<file path="src/rtl/mat_row_unpack_if.sv">
// Bus between the read-address sequencer, the row unpacker and the multiply array.
interface mat_row_unpack_if #(
  parameter int ELEM_W  = 16,
  parameter int ROW_LEN = 32
);
  logic                      data_valid;
  logic                      sel_upper;
  logic [2*ELEM_W-1:0]       rdata;
  logic                      row_ready;
  logic                      row_valid;
  logic [ROW_LEN*ELEM_W-1:0] row_data;
  logic                      row_bank;
  logic [5:0]                fill_count;
  logic                      overflow;
  logic                      seq_err;

  modport master (
    output data_valid, sel_upper, rdata, row_ready,
    input  row_valid, row_data, row_bank, fill_count, overflow, seq_err
  );

  modport slave (
    input  data_valid, sel_upper, rdata, row_ready,
    output row_valid, row_data, row_bank, fill_count, overflow, seq_err
  );
endinterface

</file>
<file path="src/rtl/mat_row_unpack.sv">
// Packs half-word elements into ROW_LEN-element rows, ping-pong double-buffered.
// Row presented one cycle after its last element; no upstream backpressure, drops flagged by overflow.
module mat_row_unpack #(
  parameter int ELEM_W  = 16,
  parameter int ROW_LEN = 32
) (
  input logic            clk,
  input logic            rst,
  mat_row_unpack_if.slave bus
);
  localparam int         IDX_W    = $clog2(ROW_LEN);
  localparam logic [5:0] LAST_IDX = 6'(ROW_LEN - 1);

  logic [ELEM_W-1:0] mem [2][ROW_LEN];

  logic              wr_bank;
  logic              rd_bank;
  logic [5:0]        wr_idx;
  logic [1:0]        full;
  logic              overflow_q;
  logic              seq_err_q;

  logic [ELEM_W-1:0] elem;
  logic              drain;
  logic              drain_wr;
  logic              we;
  logic              wr_last;
  logic [1:0]        full_nxt;

  always_comb begin
    elem     = bus.sel_upper ? bus.rdata[2*ELEM_W-1:ELEM_W] : bus.rdata[ELEM_W-1:0];
    drain    = full[rd_bank] & bus.row_ready;
    // A bank being drained this cycle may be refilled immediately.
    drain_wr = drain & (rd_bank == wr_bank);
    we       = bus.data_valid & (~full[wr_bank] | drain_wr);
    wr_last  = (wr_idx == LAST_IDX);
    full_nxt = full;
    if (drain)
      full_nxt[rd_bank] = 1'b0;
    if (we && wr_last)
      full_nxt[wr_bank] = 1'b1;
  end

  always_ff @(posedge clk) begin
    if (rst) begin
      wr_bank    <= 1'b0;
      rd_bank    <= 1'b0;
      wr_idx     <= '0;
      full       <= '0;
      overflow_q <= 1'b0;
      seq_err_q  <= 1'b0;
    end else begin
      full <= full_nxt;
      if (drain)
        rd_bank <= ~rd_bank;
      if (we) begin
        if (wr_last) begin
          wr_bank <= ~wr_bank;
          wr_idx  <= '0;
        end else begin
          wr_idx  <= wr_idx + 6'd1;
        end
      end
      if (bus.data_valid && !we)
        overflow_q <= 1'b1;
      // Even slots come from the lower half, odd slots from the upper half.
      if (bus.data_valid && (bus.sel_upper != wr_idx[0]))
        seq_err_q <= 1'b1;
    end
  end

  always_ff @(posedge clk) begin
    if (!rst && we)
      mem[wr_bank][wr_idx[IDX_W-1:0]] <= elem;
  end

  for (genvar i = 0; i < ROW_LEN; i++) begin : g_row
    assign bus.row_data[i*ELEM_W +: ELEM_W] = mem[rd_bank][i];
  end

  assign bus.row_valid  = full[rd_bank];
  assign bus.row_bank   = rd_bank;
  assign bus.fill_count = wr_idx;
  assign bus.overflow   = overflow_q;
  assign bus.seq_err    = seq_err_q;
endmodule

</file>
<file path="src/flat_wrapper.sv">
// flat-port wrapper written by rule: the top's interface ports become plain ports
module mat_row_unpack_flat 
#(
  parameter int ELEM_W  = 16,
  parameter int ROW_LEN = 32
)
  (clk, rst, bus_data_valid, bus_sel_upper, bus_rdata, bus_row_ready, bus_row_valid, bus_row_data, bus_row_bank, bus_fill_count, bus_overflow, bus_seq_err);
  mat_row_unpack_if #(.ELEM_W(ELEM_W), .ROW_LEN(ROW_LEN)) bus_i ();
  input logic clk;
  input logic rst;
  input wire logic [$bits(bus_i.data_valid)-1:0] bus_data_valid;
  input wire logic [$bits(bus_i.sel_upper)-1:0] bus_sel_upper;
  input wire logic [$bits(bus_i.rdata)-1:0] bus_rdata;
  input wire logic [$bits(bus_i.row_ready)-1:0] bus_row_ready;
  output wire logic [$bits(bus_i.row_valid)-1:0] bus_row_valid;
  output wire logic [$bits(bus_i.row_data)-1:0] bus_row_data;
  output wire logic [$bits(bus_i.row_bank)-1:0] bus_row_bank;
  output wire logic [$bits(bus_i.fill_count)-1:0] bus_fill_count;
  output wire logic [$bits(bus_i.overflow)-1:0] bus_overflow;
  output wire logic [$bits(bus_i.seq_err)-1:0] bus_seq_err;
  assign bus_i.data_valid = bus_data_valid;
  assign bus_i.sel_upper = bus_sel_upper;
  assign bus_i.rdata = bus_rdata;
  assign bus_i.row_ready = bus_row_ready;
  assign bus_row_valid = bus_i.row_valid;
  assign bus_row_data = bus_i.row_data;
  assign bus_row_bank = bus_i.row_bank;
  assign bus_fill_count = bus_i.fill_count;
  assign bus_overflow = bus_i.overflow;
  assign bus_seq_err = bus_i.seq_err;
  mat_row_unpack #(.ELEM_W(ELEM_W), .ROW_LEN(ROW_LEN)) u_core (.clk(clk), .rst(rst), .bus(bus_i));
endmodule
</file>
<file path="config.mk">
export PLATFORM = sky130hd
export DESIGN_NAME = mat_row_unpack_flat
export DESIGN_NICKNAME = d
export VERILOG_FILES = /design/src/rtl/mat_row_unpack_if.sv /design/src/rtl/mat_row_unpack.sv /design/src/flat_wrapper.sv
export SDC_FILE = /design/constraint.sdc
export NUM_CORES = 1
export LEC_CHECK = 0
export CAP_MARGIN = 20
export CORE_UTILIZATION = 44
export CTS_BUF_LIST = sky130_fd_sc_hd__clkbuf_2
export DETAILED_ROUTE_END_ITERATION = 10
export GPL_ROUTABILITY_DRIVEN = 0
export PLACE_DENSITY = 0.71
export SYNTH_ARGS = -nofsm -noshare
export SYNTH_HDL_FRONTEND = slang
export SYNTH_SLANG_ARGS = --single-unit
</file>
<file path="constraint.sdc">
create_clock -name clk -period 2.1 [get_ports clk]
set_input_delay 0.21 -clock clk [delete_from_list [all_inputs] [get_ports clk]]
set_output_delay 0.21 -clock clk [all_outputs]
set_load 0.01 [all_outputs]
</file>
# Word level (Yosys, flattened, before mapping)

Memories as Yosys holds them, arrays and structs flattened. A register that Yosys moved wholly into a read port is not among the register bits.
Index checks and enable logic that the tools add are counted.

Register bits: 12
Latch bits: 0
RAM bits: 1024
Memory bits (read-only): 0
Bits of input ports: 37
Output and inout port bits: 522
Logic and storage cells: 56
Memories kept: 1

$add $sub $neg: 1
Multiply operators: 0
Div/mod/pow operators: 0
$lt $le $gt $ge: 6
Eq/ne operators: 3
Shifts and indexed selects: 0
Mux-type cells: 18
Bitwise logic cells: 11
Reductions and logical operators: 10

Memory list:

| memory     | words | bits a word | read ports | clocked after memory_dff | wr ports | line                 | source |
|---|---|---|---|---|---|---|---|
| u_core.mem | 2     | 512         | 1          | 1                        | 1        | mat_row_unpack.sv:14 | `logic [ELEM_W-1:0] mem [2][ROW_LEN];` |

Operators by type and width:

| cell                | count |
|---|---|
| $mux 512            | 1 |
| $demux 16 s5        | 1 |
| $mux 16             | 2 |
| $mux 1              | 9 |
| $logic_and 1x1->1   | 7 |
| $add 6x1->6 const B | 1 |
| $eq 6x5->1 const B  | 1 |
| $ge 6x6->1 const B  | 1 |
| $lt 6x1->1 const B  | 1 |
| $mux 6              | 1 |
| $not 5->6           | 1 |
| $lt 1x2->1 const B  | 2 |
| $mux 2              | 2 |
| $and 1x1->1         | 3 |
| $not 1->1           | 3 |
| $and 2x2->2         | 1 |
| $demux 1 s1         | 2 |
| $ge 1x1->1 const B  | 2 |
| $logic_not 1->1     | 2 |
| $not 2->2           | 1 |
| $or 2x2->2          | 1 |
| $reduce_and 2->1    | 1 |
| $eq 1x1->1          | 1 |
| $ne 1x1->1          | 1 |
| $or 1x1->1          | 1 |

# Logic depth before layout (Yosys ltp)

Gate-level depths: netlist of the first run.

Depth after elaboration: 9
Depth in mapped cells: 5
Gate-level depth less buffers: 5

# Worst setup path after synthesis of the first run

Ideal clock, no wire load.

Kind: register to register
Start point: register u_core.rd_bank, in the netlist u_core.bus.row_bank
End point: memory u_core.mem[0][0] (netlist name) (enable)
Setup time: 0.389 ns
Arrival: 2.010 ns
Required time: 1.711 ns
Path slack: -0.299 ns
Stages on the path, launching flop included: 6
Path buffers: 1
Period minus slack after synthesis: 2.399 ns
Cells stage by stage: dfxtp_1 > a21bo_2 > o221a_2 > buf_2 > nand3_1 > nor2_1

Longest elaborated chain between the ends: 9
Elaborated cells between the ends (all ways): 10
Those cells by class: 1 x eq/ne; 4 x mux; 4 x bitwise; 1 x reduce/logical

RTL lines:

| item                                       | line                 | source |
|---|---|---|
| from (decl)                                | mat_row_unpack.sv:17 | `logic rd_bank;` |
| from (signal assigned)                     | mat_row_unpack.sv:55 | `rd_bank <= ~rd_bank;` |
| $mux 1 (implied by the code) (2 in series) | mat_row_unpack.sv:32 | `drain = full[rd_bank] & bus.row_ready;` |
| $and 1x1->1                                | mat_row_unpack.sv:32 |  |
| $and 1x1->1 (*)                            | mat_row_unpack.sv:34 | `drain_wr = drain & (rd_bank == wr_bank);` |
| $or 1x1->1 (*)                             | mat_row_unpack.sv:35 | `we = bus.data_valid & (~full[wr_bank] \| drain_wr);` |
| $and 1x1->1 (*)                            | mat_row_unpack.sv:35 |  |
| $logic_and 1x1->1 (*)                      | mat_row_unpack.sv:73 | `if (!rst && we)` |
| $mux 1 (*)                                 | mat_row_unpack.sv:73 |  |
| $mux 512 (implied by the code) (*)         | mat_row_unpack.sv:74 | `mem[wr_bank][wr_idx[IDX_W-1:0]] <= elem;` |
| to (decl)                                  | mat_row_unpack.sv:14 |  |

Mark *: on every way between the ends. The rest lies on a longest branch, timed or not. The select of a mux whose other input is x is not followed.

==> results.py, run 1 <==
metrics = {
    "yosys": {
        "synth_top_area_share_pct": 81.0,
        "yosys_register_bits": 1037,
        "synth_flop_cell": "edfxtp_1",
        "avgSynthCellArea_um2": 21.5,
        "async_reset_ff_share_pct": 0,
        "synth-simple-area-share_pct": 1.22,
        "synth.distinct_cells": 31,
        "synth-compound-area-share_pct": 0.405,
        "synth_area_um2": 38000,
        "synth_edf_count": 1024,
        "seq_area_frac_synth_pct": 81.6,
        "netlist_instances": 1770,
        "post-synth-top-count-cell": "edfxtp_1",
        "synth_xor_xnor_area_share_pct": 0.0231,
        "syn-num-nets": 1811,
        "synthMuxAreaShare_pct": 15.7,
        "synth_common_cells": "1024 x edfxtp_1, 530 x mux2_2, 72 x nor2_1",
        "yosysWarnings": 0,
        "synth_area_leaders": "edfxtp_1 81%, mux2_2 16%, nor2_1 0.71%",
        "netlist.top_cell.by_area": "edfxtp_1",
        "synth_top_family_by_area": "multiplexers",
        "synthAdderAreaFrac_pct": 0.132,
    },
    "final_layout": {
        "fin_nets": 2745,
        "nFillCells": 6209,
        "multi_input_area_um2": 6900,
        "final_area_um2": 50200,
        "layout-drive-gt1-share_pct": 40.4,
        "area_delta_synth_final_pct": 32.1,
        "seqCellArea_um2": 31000,
    },
    "power": {
        "power.net_switching_mw": 8.69,
        "pwr-share-comb_pct": 3.3,
        "clkPwrFrac_pct": 34.8,
        "p_sw_share_pct": 23.4,
        "p_seq_share_pct": 61.8,
        "p_leak_nw": 17.3,
        "peakVddDrop_mv": 0.468,
        "intPower_mw": 28.4,
        "power.density_nw_per_um2": 739,
    },
    "setup_path": {
        "endpoint_kind": "output port",
        "cpPeakStageDelay_ps": 490,
        "cp.required_ps": 1890,
        "cp_num_buf_inv": 3,
        "worstSetupStartpointType": "flip-flop",
        "worstPathCellList": "buf_12, buf_16, mux2_2, clkdlybuf4s50_1",
        "r2r_cells": 6,
        "cp_top_family": "buffers and inverters",
        "r2r_end": "u_core.mem[1][187]",
        "crit_fanout": 32,
        "reg2reg_from": "u_core.wr_bank",
        "reg2reg_slack_ps": 120,
        "slowest_stage": "clkdlybuf4s50_1",
        "worst-endpoint-arrival_ps": 3090,
        "criticalPathCategory": "reg -> out",
    },
    "status": {
        "status": "finished with violations",
        "violations": "negative setup slack",
    },
    "floorplanning": {
        "dieArea_um2": 87500,
        "start_util_pct": 44.5,
        "die_h_um": 296,
        "io_pins": 559,
        "fp.dieW_um": 296,
        "rows": 107,
        "core_region_area_um2": 85300,
    },
    "drt": {
        "dr.pass1.iters": 7,
        "routed_wl_mm": 103,
        "drt_iter0_drc": 1626,
        "viasPerCell": 5.10,
        "wire_per_inst_um": 25.6,
        "drc": 0,
        "vias": 20600,
        "ant_nets": 0,
    },
    "timing": {
        "maxSlewViolCount": 0,
        "fin_ws_ps": -1200,
        "skew_ps": 136,
        "clock.fmax_mhz": 303,
        "fin_crit_sh_pct": 157,
        "maxSlewHeadroom_pct": 45.2,
        "min_period_ps": 3300,
        "setup_viol": 524,
        "hold_viol": 0,
        "worstMarginPinSlew_ps": 822,
        "grt_setup_unrepaired": "yes",
    },
    "clock_network": {
        "clkSlewWorstSetupHoldPaths_ps": 110,
        "cts-root-buf": "clkbuf_2",
        "ctsHtreeMaxLevel": 4,
        "cts_buffer_depth": 3,
        "insertion_delay_ps": 1450,
        "cts_tree": "built",
        "numClockSinks": 1037,
        "cts_inserted_buffers": 234,
    },
    "hold_path": {
        "holdCritStartpoint": "rst",
        "min_path_cells": 4,
        "hold_class": "in -> reg",
        "holdPathEnd": "u_core.bus.seq_err",
    },
    "global_route": {
        "grt_antenna_before_repair": 3,
        "grt_max_degree": 65,
        "grt_pass1_vias": 21300,
        "grt_first_pass_wirelength_mm": 142,
        "overflow": 0,
        "grt.total_usage_pct": 23.3,
    },
    "placement": {
        "dpl.hpwl_mm": 62.6,
        "port_buffers": 558,
        "place_area_um2": 47200,
        "preCtsSetupSlack_ps": -362,
    },
    "job": {
        "cap_viol_max_count": 0,
    },
}
-- layout make-up --
class                   count  area share, %
diodes                      4         0.0200
clock buffers             325           3.24
clock inverters           105           1.32
inverters                   4         0.0299
multi-input cells         662           13.8
flip-flops and latches   1037           61.8
well taps                1144           2.85
repair buffers            765           17.0
-- logic make-up (layout without fill, tap and decap cells) --
kind of cell | count (synthesis) | in the layout
flops | 1037 | 1037
fa+ha+maj | 4 | 4
simple gates | 106 | 106
other cells | 0 | 4
compound gates | 21 | 21
mux | 530 | 530
xor+xnor | 1 | 1
buf+inv | 71 | 1199
-- worst register-to-register path: cells and delay by family, from the launching register on --
family,cells,cell delay [ps]
AO/OA/AOI/OAI,1,320
AND/OR/NAND/NOR,3,600
buffers and inverters,2,430
flip-flops,1,370
-- metrics by stage --
step	hold slack, ps	instances	utilization, %	power (mW)	TNS (ps)
floorplan	288	1770	-	23.7	-181790
global placement	465	3564	55.3	24.5	-215550
detailed placement	482	3564	55.3	24.6	-251300
CTS	53.8	4037	58.6	37.4	-703790
global route	132	4044	58.8	38.5	-667040
finish	301	4046	58.8	37.1	-553100
-- power groups by stage --
stage | sequential (mW) | clock (mW) | combinational [mW]
after floorplan | 23.4 | 0 | 0.340
after global placement | 23.4 | 0 | 1.15
after detailed placement | 23.4 | 0 | 1.18
after CTS | 22.9 | 13.3 | 1.24
after global routing | 22.9 | 14.3 | 1.27
final | 22.9 | 12.9 | 1.23
-- cell usage in the layout (no fill, tap or decap), types with 6 or more instances in the layout --
cell / n
nor2_1: 11
nand2_1: 6
clkinv_2: 19
dlymetal6s2s_1: 65
clkinv_1: 68
clkdlybuf4s15_2: 10
dlygate4sd3_1: 38
dfxtp_1: 12
a21oi_1: 10
clkdlybuf4s50_1: 411
mux2_4: 27
clkbuf_2: 343
edfxtp_1: 1024
buf_12: 82
buf_16: 9
bufinv_16: 6
dlygate4sd2_1: 41
nor2_2: 61
buf_2: 9
buf_4: 71
nand3_1: 12
mux2_2: 503
buf_6: 7
-- routing by layer --
metal	GRT usage [%]	vias to the layer above	part of all wire, %
met2	39.6	936	52
met5	0	-	0.0077
li1	-	9064	-
met1	28.3	10500	38
met3	6.26	162	7.6
met4	8.77	2	2.6
-- how the worst max path moves through the flow --
stage	startpoint	endpoint	slack, ps	cells after the start
floorplan	u_core.bus.row_bank	u_core.mem[0][0]	-200	5
global placement	bus_row_ready	u_core.mem[1][125]	-320	8
detailed placement	bus_row_ready	u_core.mem[1][123]	-360	8
CTS	flip-flop	bus_row_data[228]	-1430	4
global route	flip-flop	bus_row_data[437]	-1420	4
finish	flip-flop	bus_row_data[82]	-1200	4
-- repair_timing --
| item | in CTS | in global routing |
|---|---|---|
| hold buffers | 38 | 0 |
| resized for setup | 146 | 119 |
| endpoints found under the hold margin | 1852 | 0 |
| gates cloned | 2 | 2 |
| setup buffers | 3 | 3 |
| setup endpoints to repair | 522 | 522 |
-- state kept, by name (all words and copies together) (netlist names), named ones only --
signal and count:
u_core.bus.seq_err 1, u_core.bus.row_bank 1, u_core.full 2, u_core.wr_bank 1
u_core.bus.overflow 1, u_core.bus.fill_count 6, u_core.mem 1024
Note: power is estimated with default switching activity, not from simulation.
==> inputs of run 2 (changes only) <==
--- a/config.mk
+++ b/config.mk
@@ -5,9 +5,12 @@
 export SDC_FILE = /design/constraint.sdc
 export NUM_CORES = 1
 export LEC_CHECK = 0
+export ABC_CLOCK_PERIOD_IN_PS = 2100
 export CAP_MARGIN = 20
+export CORE_ASPECT_RATIO = 0.5
 export CORE_UTILIZATION = 44
 export CTS_BUF_LIST = sky130_fd_sc_hd__clkbuf_2
+export CTS_CLUSTER_SIZE = 12
 export DETAILED_ROUTE_END_ITERATION = 10
 export GPL_ROUTABILITY_DRIVEN = 0
 export PLACE_DENSITY = 0.71
==> results.py, run 2 (same netlist as run 1, synthesis figures left out) <==
metrics = {
    "global_route": {
        "busiest_layer": "met2",
        "use_met3_pct": 4.13,
        "use_met1_pct": 26.6,
        "grt_antenna_before_repair": 6,
        "grt_pass1_vias": 20900,
        "grt_max_degree": 65,
        "grtUsageMet2_pct": 43.1,
        "grt.total_usage_pct": 23.2,
        "grt_first_pass_wirelength_mm": 144,
        "overflow": 0,
    },
    "final_layout": {
        "final_area_um2": 51700,
        "area_delta_synth_final_pct": 36.1,
        "seqCellArea_um2": 31000,
        "fin_cells": 4078,
        "nFillCells": 5891,
        "final_common_cell": "edfxtp_1",
        "largest_register_ffs": 1024,
        "layout-drive-gt1-share_pct": 48.1,
        "multi_input_area_um2": 7180,
        "fin_nets": 2809,
        "layout_common_cells": "1024 x edfxtp_1, 437 x clkbuf_2, 427 x mux2_2",
        "fin_util_pct": 61.1,
    },
    "drt": {
        "vias": 21200,
        "viasPerCell": 5.20,
        "dr.pass1.iters": 8,
        "routed_wl_mm": 110,
        "drt_iter0_drc": 2091,
        "drc": 0,
        "wire_per_inst_um": 27.0,
        "ant_nets": 0,
    },
    "floorplanning": {
        "io_pins": 559,
        "core_region_area_um2": 84600,
        "start_util_pct": 44.9,
        "die_h_um": 210,
        "dieArea_um2": 87600,
        "rows": 75,
        "fp.dieW_um": 418,
    },
    "timing": {
        "setup_tns_ps": -482190,
        "skew_ps": 59.1,
        "maxSlewHeadroom_pct": 44.3,
        "worstMarginPinSlew_ps": 835,
        "min_period_ps": 3150,
        "clock.fmax_mhz": 317,
        "hold_viol": 0,
        "whs_ps": 111,
        "fin_ws_ps": -1050,
        "setup_viol": 522,
        "maxSlewViolCount": 0,
        "fin_crit_sh_pct": 150,
        "grt_setup_unrepaired": "yes",
    },
    "power": {
        "power.density_nw_per_um2": 694,
        "peakVddDrop_mv": 0.349,
        "p_leak_nw": 20.2,
    },
    "setup_path": {
        "cp_top_family": "buffers and inverters",
        "cpPeakStageDelay_ps": 410,
        "criticalPathCategory": "reg -> out",
        "worstSetupStartpointType": "flip-flop",
        "cp.required_ps": 1890,
        "reg2reg_slack_ps": 20,
        "endpoint_kind": "output port",
        "crit_fanout": 7,
        "r2r_end": "u_core.mem[1][133]",
        "critPathMostFrequentCell": "buf_16",
        "cp_num_buf_inv": 6,
        "critical_path_cell_count": 7,
        "slowest_stage": "dfxtp_4",
        "worstPathCellList": "buf_16, buf_16, buf_8, clkbuf_16, buf_4, mux2_4, buf_6",
        "r2r_cells": 6,
        "worst-endpoint-arrival_ps": 2940,
        "reg2reg_from": "u_core.wr_bank",
    },
    "hold_path": {
        "holdPathEnd": "u_core.mem[0][211]",
        "hold_class": "in -> reg",
        "min_path_cells": 3,
        "holdCritStartpoint": "bus_rdata[19]",
    },
    "clock_network": {
        "cts-root-buf": "clkbuf_2",
        "cts_buffer_depth": 3,
        "insertion_delay_ps": 1340,
        "ctsHtreeMaxLevel": 4,
        "numClockSinks": 1037,
        "clkSlewWorstSetupHoldPaths_ps": 130,
        "cts_inserted_buffers": 217,
        "cts_tree": "built",
    },
    "placement": {
        "dpl.hpwl_mm": 62.7,
        "place_inst": 3567,
        "port_buffers": 558,
        "place_area_um2": 47200,
    },
    "status": {
        "status": "finished with violations",
        "violations": "negative setup slack",
    },
    "job": {
        "cap_viol_max_count": 0,
    },
}
## run 2: tightest hold or removal path, cell delays in order
cell and delay [ps]:
clkdlybuf4s50_1 490, mux2_4 310, buf_12 210
## run 2: how the worst max path moves through the flow
stage               slack, ps                  to
floorplan                -200    u_core.mem[0][0]
finish                  -1050   bus_row_data[106]
detailed placement       -230  u_core.mem[1][162]
global route            -1190   bus_row_data[106]
global placement         -190  u_core.mem[1][142]
CTS                     -1330    bus_row_data[80]
## run 2: cell type report
class	instances	share of cell area, %
repair buffers	846	19.7
diodes	6	0.0290
clock inverters	37	0.394
flip-flops and latches	1037	60.0
inverters	4	0.0290
well taps	1155	2.80
clock buffers	331	3.20
multi-input cells	662	13.9
## run 2: through the flow
stage	total power [mW]	setup slack [ps]
after CTS	36.0	-1330
after floorplan	23.7	-197
after detailed placement	24.5	-228
final	35.9	-1050
after global routing	37.0	-1190
after global placement	24.5	-186
## run 2: routing by layer
metal  wire length, um  share of wire, %
met1             40800                37
met3              5760               5.2
met5                13             0.012
met2             59300                54
met4              4270               3.9
## run 2: power breakdown
group	leakage [nW]	switching [mW]	internal [mW]	total, mW
Combinational	9.44	0.856	0.327	1.18
Clock	1.48	7.41	4.36	11.8
Sequential	9.31	0.0139	22.9	22.9
Total	20.2	8.28	27.6	35.9
## run 2: repair_timing
item	CTS	global route
resized for setup	194	990
hold buffers	36	0
pin swaps	0	0
hold endpoints to repair	1035	0
gates cloned	2	35
buffers inserted	3	63
setup endpoints to repair	522	572
==> inputs of run 3 (changes only) <==
--- a/config.mk
+++ b/config.mk
@@ -13,6 +13,7 @@
 export CTS_CLUSTER_SIZE = 12
 export DETAILED_ROUTE_END_ITERATION = 10
 export GPL_ROUTABILITY_DRIVEN = 0
+export MAX_ROUTING_LAYER = met4
 export PLACE_DENSITY = 0.71
 export SYNTH_ARGS = -nofsm -noshare
 export SYNTH_HDL_FRONTEND = slang
==> results.py, run 3 (same netlist as run 1, synthesis figures left out) <==
metrics = {
    "setup_path": {
        "cp.required_ps": 1890,
        "cp_num_buf_inv": 3,
        "criticalPathCategory": "reg -> out",
        "worst-endpoint-arrival_ps": 3080,
        "worstSetupStartpointType": "flip-flop",
        "cp_top_family": "buffers and inverters",
        "endpoint_kind": "output port",
        "slowest_stage": "clkdlybuf4s50_1",
        "cpPeakStageDelay_ps": 520,
        "crit_fanout": 25,
        "worstPathCellList": "buf_12, buf_16, mux2_2, clkdlybuf4s50_1",
    },
    "clock_network": {
        "cts_inserted_buffers": 217,
        "cts_buffer_depth": 3,
        "insertion_delay_ps": 1300,
        "ctsHtreeMaxLevel": 4,
        "cts_tree": "built",
        "cts-root-buf": "clkbuf_2",
        "numClockSinks": 1037,
        "clkSlewWorstSetupHoldPaths_ps": 130,
    },
    "final_layout": {
        "seqCellArea_um2": 31000,
        "area_delta_synth_final_pct": 31.2,
        "multi_input_area_um2": 6910,
        "layout-drive-gt1-share_pct": 41.6,
        "nFillCells": 6220,
        "fin_cells": 4007,
        "largest_register_ffs": 1024,
        "final_common_cell": "edfxtp_1",
        "fin_util_pct": 58.9,
        "final_area_um2": 49800,
        "layout_common_cells": "1024 x edfxtp_1, 498 x mux2_2, 380 x clkdlybuf4s50_1",
        "fin_nets": 2737,
    },
    "floorplanning": {
        "dieArea_um2": 87600,
        "rows": 75,
        "core_region_area_um2": 84600,
        "io_pins": 559,
        "fp.dieW_um": 418,
        "die_h_um": 210,
        "start_util_pct": 44.9,
    },
    "drt": {
        "wire_per_inst_um": 26.1,
        "viasPerCell": 5.12,
        "routed_wl_mm": 105,
        "vias": 20500,
        "ant_nets": 0,
        "dr.pass1.iters": 5,
        "drc": 0,
        "drt_iter0_drc": 1899,
    },
    "status": {
        "status": "finished with violations",
        "violations": "negative setup slack",
    },
    "timing": {
        "maxSlewViolCount": 0,
        "worstMarginPinSlew_ps": 786,
        "clock.fmax_mhz": 304,
        "maxSlewHeadroom_pct": 47.6,
        "hold_viol": 0,
        "fin_ws_ps": -1190,
        "skew_ps": 48.1,
        "whs_ps": 161,
        "setup_viol": 522,
        "fin_crit_sh_pct": 157,
        "grt_setup_unrepaired": "yes",
        "min_period_ps": 3290,
        "setup_tns_ps": -540960,
    },
    "global_route": {
        "grt.total_usage_pct": 24.0,
        "grt_first_pass_wirelength_mm": 144,
        "grt_antenna_before_repair": 3,
        "overflow": 0,
        "grt_max_degree": 65,
        "grt_pass1_vias": 20900,
    },
    "placement": {
        "dpl.hpwl_mm": 62.7,
        "port_buffers": 558,
        "place_area_um2": 47200,
        "place_inst": 3567,
        "preCtsSetupSlack_ps": -228,
    },
    "power": {
        "power.density_nw_per_um2": 718,
        "finalPower_mw": 35.8,
        "peakVddDrop_mv": 0.343,
        "p_leak_nw": 17.2,
    },
    "job": {
        "cap_viol_max_count": 0,
    },
    "hold_path": {
        "hold_class": "in -> reg",
    },
}
[run 3: cell types whose count changed in the layout (fill, tap and decap cells not counted), sizes merged]
cell,before,now
clkdlybuf4s50,46,380
diode,6,7
dlygate4sd2,2,52
clkbuf,466,361
clkdlybuf4s15,18,13
buf,320,202
dlymetal6s2s,288,60
[run 3: layout make-up]
| class | count | share of cell area [%] |
|---|---|---|
| antenna | 7 | 0.0352 |
| clock buffer | 331 | 3.32 |
| clock inverter | 37 | 0.409 |
| inverter | 4 | 0.0301 |
| multi-input combinational | 662 | 13.9 |
| sequential | 1037 | 62.2 |
| tap | 1155 | 2.90 |
| timing repair buffer | 774 | 17.2 |
[run 3: worst paths after layout]
kind,start,to,slack [ps],depth (start not counted)
worst max-delay path,flip-flop,bus_row_data[224],-1190,4
worst min-delay path,bus_rdata[19],u_core.mem[0][211],160,3
worst min register to register,u_core.full[1],u_core.bus.row_bank,510,1
worst max register to register,u_core.wr_bank,u_core.mem[0][107],30,6
[run 3: power by group]
part / switching, mW / leakage (nW) / internal, mW
Clock: 7.33 / 1.48 / 4.36
Combinational: 0.854 / 6.43 / 0.332
Sequential: 0.0141 / 9.31 / 22.9
Total: 8.19 / 17.2 / 27.6
[run 3: routing by layer]
metal	track usage [%]	routed length [um]
met1	26.8	39000
met2	42.9	56800
met3	4.18	5240
met4	9.11	3570
met5	-	0
[run 3: worst reg2reg max path: stages, from the launching register on]
cell and delay (ps):
dfxtp_1 400, nand2b_1 220, o221a_2 380, nand3_1 190, buf_12 210, nor2_2 180
buf_12 170
[run 3: timing repair]
action	CTS	global route
endpoints found under the hold margin	1035	0
gates cloned	2	3
pin swaps	0	0
gates resized for setup	194	170
setup buffers	3	21
endpoints found under the setup margin	522	547
hold buffers	36	0
